--- config.mk ---
export PLATFORM = sky130hd
export DESIGN_NAME = apb_master
export DESIGN_NICKNAME = d
export VERILOG_FILES = /design/src/rtl/apb_pkg.sv /design/src/rtl/apb_wait_timer.sv /design/src/rtl/apb_master.sv
export SDC_FILE = /design/constraint.sdc
export NUM_CORES = 1
export LEC_CHECK = 0
export CAP_MARGIN = 15
export CORE_MARGIN = 2
export CORE_UTILIZATION = 39
export CTS_CLUSTER_SIZE = 30
export DETAILED_ROUTE_END_ITERATION = 16
export PLACE_DENSITY_LB_ADDON = 0.05
export SLEW_MARGIN = 20
export SYNTH_ARGS = -nofsm -noshare
export SYNTH_HDL_FRONTEND = slang
export SYNTH_SLANG_ARGS = --single-unit
--- constraint.sdc ---
create_clock -name PCLK -period 2.05 [get_ports PCLK]
set_clock_uncertainty 0.05 [all_clocks]
set_input_delay 0.205 -clock PCLK [delete_from_list [all_inputs] [get_ports PCLK]]
set_output_delay 0.205 -clock PCLK [all_outputs]
set_load 0.05 [all_outputs]
--- src/rtl/apb_pkg.sv ---
// Shared types and sizes for the APB master and its wait timer.
package apb_pkg;
  localparam int ADDR_W      = 32;
  localparam int DATA_W      = 32;
  localparam int TIMEOUT_DEF = 16;
  localparam int CNT_W       = 8;

  typedef enum logic [1:0] {IDLE, SETUP, ACCESS} state_e;

  typedef struct packed {
    logic              write;
    logic [ADDR_W-1:0] addr;
    logic [DATA_W-1:0] wdata;
  } apb_cmd_t;
endpackage

--- src/rtl/apb_wait_timer.sv ---
// Saturating ACCESS wait-state counter; flags the TIMEOUT-th stalled cycle.
module apb_wait_timer import apb_pkg::*; #(
  parameter int TIMEOUT = TIMEOUT_DEF
) (
  input  logic clk,
  input  logic rst,
  input  logic clr,
  input  logic inc,
  output logic expired
);
  localparam logic [CNT_W-1:0] LIMIT = CNT_W'(TIMEOUT - 1);
  localparam logic [CNT_W-1:0] SAT   = '1;

  logic [CNT_W-1:0] cnt_q, cnt_d;

  always_comb begin
    cnt_d = cnt_q;
    if (clr)                    cnt_d = '0;
    else if (inc && cnt_q != SAT) cnt_d = cnt_q + 1'b1;
  end

  // cnt_q counts stalled cycles already seen, so LIMIT marks the TIMEOUT-th one.
  assign expired = inc && (cnt_q == LIMIT);

  always_ff @(posedge clk) begin
    if (rst) cnt_q <= '0;
    else     cnt_q <= cnt_d;
  end
endmodule

--- src/rtl/apb_master.sv ---
// APB master: one command at a time, registered bus and response outputs.
module apb_master import apb_pkg::*; #(
  parameter int TIMEOUT = TIMEOUT_DEF
) (
  input  logic              PCLK,
  input  logic              PRESET,
  input  logic              cmd_valid,
  output logic              cmd_ready,
  input  logic              cmd_write,
  input  logic [ADDR_W-1:0] cmd_addr,
  input  logic [DATA_W-1:0] cmd_wdata,
  output logic              rsp_valid,
  output logic [DATA_W-1:0] rsp_rdata,
  output logic              rsp_err,
  output logic              PSEL,
  output logic              PENABLE,
  output logic              PWRITE,
  output logic [ADDR_W-1:0] PRWADDR,
  output logic [DATA_W-1:0] PRWDATA,
  input  logic [DATA_W-1:0] PRWDATA1,
  input  logic              PREADY
);
  state_e            state_q, state_d;
  apb_cmd_t          bus_q, bus_d;
  logic              psel_q, psel_d;
  logic              penable_q, penable_d;
  logic              rsp_valid_q, rsp_valid_d;
  logic              rsp_err_q, rsp_err_d;
  logic [DATA_W-1:0] rsp_rdata_q, rsp_rdata_d;
  logic              cmd_ready_q, cmd_ready_d;
  logic              tmr_clr, tmr_inc, tmr_expired;

  assign tmr_inc = (state_q == ACCESS) && !PREADY;

  apb_wait_timer #(.TIMEOUT(TIMEOUT)) u_timer (
    .clk     (PCLK),
    .rst     (PRESET),
    .clr     (tmr_clr),
    .inc     (tmr_inc),
    .expired (tmr_expired)
  );

  always_comb begin
    state_d     = state_q;
    bus_d       = bus_q;
    psel_d      = 1'b0;
    penable_d   = 1'b0;
    rsp_valid_d = 1'b0;
    rsp_err_d   = 1'b0;
    rsp_rdata_d = '0;
    tmr_clr     = 1'b0;
    case (state_q)
      IDLE: begin
        if (cmd_valid && cmd_ready_q) begin
          if (cmd_addr[1:0] == 2'b00) begin
            bus_d   = '{write: cmd_write, addr: cmd_addr, wdata: cmd_wdata};
            state_d = SETUP;
            psel_d  = 1'b1;
            tmr_clr = 1'b1;
          end else begin
            // Misaligned: answer immediately with an error, bus untouched.
            rsp_valid_d = 1'b1;
            rsp_err_d   = 1'b1;
          end
        end
      end
      SETUP: begin
        state_d   = ACCESS;
        psel_d    = 1'b1;
        penable_d = 1'b1;
      end
      ACCESS: begin
        if (PREADY) begin
          state_d     = IDLE;
          rsp_valid_d = 1'b1;
          rsp_rdata_d = bus_q.write ? '0 : PRWDATA1;
        end else if (tmr_expired) begin
          state_d     = IDLE;
          rsp_valid_d = 1'b1;
          rsp_err_d   = 1'b1;
        end else begin
          psel_d    = 1'b1;
          penable_d = 1'b1;
        end
      end
      default: state_d = IDLE;
    endcase
    cmd_ready_d = (state_d == IDLE);
  end

  always_ff @(posedge PCLK) begin
    if (PRESET) begin
      state_q     <= IDLE;
      bus_q       <= '0;
      psel_q      <= 1'b0;
      penable_q   <= 1'b0;
      rsp_valid_q <= 1'b0;
      rsp_err_q   <= 1'b0;
      rsp_rdata_q <= '0;
      cmd_ready_q <= 1'b0;
    end else begin
      state_q     <= state_d;
      bus_q       <= bus_d;
      psel_q      <= psel_d;
      penable_q   <= penable_d;
      rsp_valid_q <= rsp_valid_d;
      rsp_err_q   <= rsp_err_d;
      rsp_rdata_q <= rsp_rdata_d;
      cmd_ready_q <= cmd_ready_d;
    end
  end

  assign cmd_ready = cmd_ready_q;
  assign rsp_valid = rsp_valid_q;
  assign rsp_err   = rsp_err_q;
  assign rsp_rdata = rsp_rdata_q;
  assign PSEL      = psel_q;
  assign PENABLE   = penable_q;
  assign PWRITE    = bus_q.write;
  assign PRWADDR   = bus_q.addr;
  assign PRWDATA   = bus_q.wdata;
endmodule

---- After elaboration in Yosys (flattened, before gate mapping) ----
Index checks and enable logic that the tools add are counted.
word-level totals
  register bits ........................... 112
  logic and storage cells ................. 48
  input port bits ......................... 101
  output and inout port bits .............. 102
operators by class
  $add $sub $neg .......................... 1
  multiplexer cells ....................... 19
  equal/unequal tests ..................... 4
  reduce and logical (&&, ||, !) cells .... 11
  bitwise logic cells ..................... 2
operator list
  kind                                            number
  two-way mux 1 bit                               10
  adder 8 x 1 -> 8 bit (second input constant)    1
  == test 8 x 4 -> 1 bit (second input constant)  1
  two-way mux 2 bit                               4
  inequality test 8 bit (second input constant)   1
  logical NOT 2 bit                               3
  case mux 1 bit (2 select lines)                 3
  case mux 2 bit (3 select lines)                 1
  logical AND 1 bit                               4
  OR reduction 4 bit                              1
  case mux 1 bit (3 select lines)                 1
  AND reduction 3 bit                             1
  == test 2 x 1 -> 1 bit (second input constant)  1
  == test 2 bit (second input constant)           1
  NOT 1 bit                                       2
  OR reduction 2 bit                              1
  logical NOT 1 bit                               1

---- Logic depth before layout (Yosys ltp) ----
  depth in word-level cells ............... 7
  depth in mapped cells ................... 8
  gate-level depth less buffers ........... 6

---- Modules after synthesis ----
From an unflattened synthesis, not the netlist that was laid out.
unflattened totals
  cell total of the unflattened synthesis .. 449
  area, all modules ....................... 4066.4 sq um
by module, submodules not included
  module          times used  area each (sq um)  sequential area each (sq um)  cells an instance
  apb_master      1           3658.5             2082.0                        401
  apb_wait_timer  1           407.9              160.2                         48

---- Worst setup path before layout ----
Ideal clock, no wire load.
  kind .................................... register to register
  from .................................... register cmd_ready_q, in the netlist cmd_ready
  to ...................................... register bus_q (netlist bit PRWDATA[23])
  cell stages (with the launch flop) ...... 6
  arrival time ............................ 1.793 ns
  setup slack ............................. 0.136 ns
  library setup time ...................... 0.071 ns
  data required time ...................... 1.929 ns
  path buffers ............................ 1
  period minus slack after synthesis ...... 1.914 ns
  cells stage by stage .................... dfxtp_1 > nand3_1 > nor3_1 > clkbuf_1 > nand2_1 > a21oi_1
on the way
  cells in the longest elaborated chain, start to end .. 2
ends and longest elaborated chain
  item                                  RTL line           RTL
  from (decl)                           apb_master.sv:30   logic cmd_ready_q, cmd_ready_d;
  from (signal assigned)                apb_master.sv:109  cmd_ready_q <= cmd_ready_d;
  logical AND 1 bit                     apb_master.sv:54   if (cmd_valid && cmd_ready_q) begin
  AND reduction 3 bit (no source line)  n/a
  to (signal assigned)                  apb_master.sv:103  bus_q <= bus_d;
  to (decl)                             apb_master.sv:24   apb_cmd_t bus_q, bus_d;
No other way between the ends.
A chain may end at the register's enable or synchronous reset.

---- Final worst setup path ----
  from .................................... register state_q[1]
  to ...................................... register psel_q, in the netlist PSEL
on the way
  cells in the longest elaborated chain, start to end .. 6
  elaborated cells on any way between the ends .. 8
  classes of those cells .................. 2 x eq/ne; 3 x mux; 3 x reduce/logical
ends and longest elaborated chain
  item                                 RTL line                            RTL
  from (decl)                          apb_master.sv:23                    state_e state_q, state_d;
  from (signal assigned)               apb_master.sv:102                   state_q <= state_d;
  == test 2 bit                        apb_master.sv:33, apb_master.sv:52
  logical AND 1 bit                    apb_master.sv:33                    assign tmr_inc = (state_q == ACCESS) && !PREADY;
  logical AND 1 bit                    apb_wait_timer.sv:23                assign expired = inc && (cnt_q == LIMIT);
  two-way mux 1 bit                    apb_master.sv:77                    end else if (tmr_expired) begin
  two-way mux 1 bit                    apb_master.sv:73                    if (PREADY) begin
  case mux 1 bit (3 select lines) (*)  apb_master.sv:52                    case (state_q)
  to (signal assigned)                 apb_master.sv:104                   psel_q <= psel_d;
  to (decl)                            apb_master.sv:25                    logic psel_q, psel_d;
Mark *: on every way between the ends. The rest lies on a longest branch, timed or not.

==> summary.txt <==
Outcome
  • Outcome: completed

Timing
  • Worst-margin pin slew: 578 ps
  • Final Hold Fails: 0
  • Final WS setup: 118 ps
  • Minimum clock period: 1930 ps
  • Setup_tns: 0 ps
  • Fmax: 518 MHz
  • Final setup fails: 0
  • Period utilisation layout: 94.3%
  • Final Slew Violations: 0
  • Max-slew headroom: 61.3%
  • RSZ-0062 raised after global routing: no
  • Hold slack final: 131 ps

Synth
  • Synth Warn #: 0
  • Cell count after synthesis: 433
  • Syn_area_per_cell: 8.80 um^2
  • Ys flop type: dfxtp_1
  • Mapped Area: 3810 um^2
  • Seq/Total Area, Yosys: 58.8%
  • Post-synth net total: 539
  • Flops & latches, synth: 112
  • Asr flop ratio synth: 0%
  • Number of enable flip-flop cells after synthesis: 0
  • Yosys cell types: 34

Global route
  • Largest net degree at the start of global routing: 42
  • Initial antenna violation count: 0
  • Grt ovf: 0
  • Vias in the first global route: 3151
  • First-pass GRT wire length: 15100 um
  • Gr usage total: 18.1%

Clocking
  • Clock root cell: clkbuf_8
  • Worst skew pair latency: 360 ps
  • Hold buffers post-CTS: 0
  • Clk sinks: 112
  • CTS Buf Count: 9
  • Htree depth: 3
  • Clk buf depth: 2
  • Clock transition at the registers of the reported paths: 110 ps
  • CTS tree: yes

Routing
  • 1st-iter DRT viols: 68
  • Via count: 3509
  • TritonRoute pass-1 iters: 4
  • Drt wl/cell: 13.3 um
  • Total Wirelength: 10200 um
  • DRC errors left: 0
  • Post-route ant nets: 0
  • Vias per std cell: 4.57

Floorplanning
  • Cell Rows: 36
  • Initial core utilization: 39.6%
  • Top Ports: 203
  • Core area: 9640 um^2
  • Die height: 103 um
  • Die ar.: 10600 um^2
  • Chip width: 103 um

Finish
  • Fill count: 841
  • Nets@finish: 736
  • Antenna Cells: 0
  • Register area: 2240 um^2
  • Fraction of layout cells with a size suffix above 1: 5.83%
  • Post-Layout Cell Count: 768
  • Area growth from synthesis to layout: 62.9%
  • Multi-input gate area: 1480 um^2

Setup path
  • CP Data Arrival Time: 2160 ps
  • Crit Path Max Fanout: 23
  • CP Launch Type: register
  • WP data required: 2280 ps
  • Slowest stage delay, CP: 510 ps
  • CP max-delay cell: or3_2
  • Critical Path, Cell by Cell: inv_1, ha_1, nand3_1, or3_2, buf_4, a211oi_1
  • Crit end category: register
  • Worst setup path class: reg -> reg

Placed design
  • Dpl cells: 752
  • GPL Wtd Cong: 0.765
  • DP HPWL: 7610 um
  • Port-buffer cells: 202
  • Pre-CTS setup slack: 103 ps

Run
  • Max-cap viol count: 0

Power
  • Leakage: 2.19 nW
  • Pwr/cell area: 652 nW/um^2
  • Max VDD drop: 0.438 mV

Min path
  • Min-Delay Path Class: in -> reg
worst paths after layout:
kind | slack (ps) | start | depth (start not counted) | endpoint
setup / recovery | 120 | state_q[1] | 6 | PSEL
hold / removal | 130 | PRESET | 2 | rsp_err
setup reg to reg | 120 | state_q[1] | 6 | PSEL
hold reg to reg | 380 | PRWADDR[1] | 2 | PRWADDR[1]
flip-flops by register name, indices dropped and copies added, names as in the netlist, 2 cells and up:
register and flops:
PRWADDR 32, PRWDATA 32, rsp_rdata 32, u_timer.cnt_q 8, state_q 2
Yosys cell counts (3+ instances only):
| cell | n | area (um^2) |
|---|---|---|
| a21oi_1 | 67 | 335 |
| nand3_1 | 4 | 20.0 |
| nor2_1 | 10 | 37.5 |
| a31oi_1 | 3 | 18.8 |
| nor3_1 | 6 | 30.0 |
| inv_1 | 5 | 18.8 |
| nand2_1 | 132 | 495 |
| ha_1 | 5 | 62.6 |
| a211oi_1 | 3 | 22.5 |
| dfxtp_1 | 112 | 2240 |
| and2_1 | 33 | 206 |
| clkbuf_1 | 26 | 97.6 |
power breakdown:
group | leakage (nW) | switching, mW | total [mW] | internal (mW)
combinational | 1.19 | 0.263 | 0.534 | 0.271
clock | 0.0970 | 0.798 | 1.28 | 0.481
sequential | 0.905 | 0.0195 | 2.23 | 2.22
total | 2.19 | 1.08 | 4.05 | 2.97
metal layers:
layer  vias to the layer above  global-route usage, %  routed length, um
li1                       1800                      -                  -
met1                      1580                   21.1               4230
met2                       118                   32.4               5090
met3                        11                   4.61                766
met4                         0                   6.38                158
met5                         -                      0                  0
critical path: cells and delay by family, from the launching register on:
kind | cells | cell delay (ps)
flops | 1 | 380
compound gates | 1 | 220
buf+inv | 2 | 360
simple gates | 2 | 650
fa+ha+maj | 1 | 190
layout make-up:
type	instances	share of cell area (%)
flip-flops and latches	112	36.1
clock buffers	9	1.99
well taps	133	2.68
clock inverters	7	1.17
multi-input cells	290	23.9
inverters	5	0.302
repair buffers	212	33.9
through the flow:
step	area, um^2	total power [mW]	utilization, %
2_1_floorplan	3810	2.52	-
3_3_place_gp	6010	2.81	62.3
3_5_place_dp	6010	2.82	62.3
4_1_cts	6200	4.10	64.4
5_1_grt	6210	4.21	64.4
6_report	6210	4.05	64.4
cell usage in the layout (no fill, tap or decap), types with 2 or more instances in the layout:
cell | netlist | final
a211oi_1 | 3 | 3
a21oi_1 | 67 | 67
a31oi_1 | 3 | 3
and2_1 | 33 | 33
and4b_1 | 2 | 2
buf_4 | 0 | 9
clkbuf_8 | 0 | 9
clkdlybuf4s50_1 | 0 | 201
dfxtp_1 | 112 | 112
ha_1 | 5 | 5
inv_1 | 5 | 5
inv_6 | 0 | 2
inv_8 | 0 | 2
nand2_1 | 132 | 132
nand3_1 | 4 | 4
nor2_1 | 10 | 10
nor3_1 | 6 | 5
or2_2 | 2 | 2
xor2_1 | 2 | 2
cell families after synthesis:
| logic type | Yosys count | share of synthesized area, % |
|---|---|---|
| buf+inv | 31 | 3.05 |
| fa+ha+maj | 5 | 1.64 |
| flops | 112 | 58.8 |
| mux | 1 | 0.263 |
| xor+xnor | 3 | 0.689 |
| compound gates | 81 | 11.7 |
| simple gates | 200 | 23.9 |
what timing repair did:
action	CTS	global route
resized for setup	0	2
endpoints found under the hold margin	0	0
setup buffers	0	0
endpoints found under the setup margin	0	3
(Power assumes the default switching activity.)
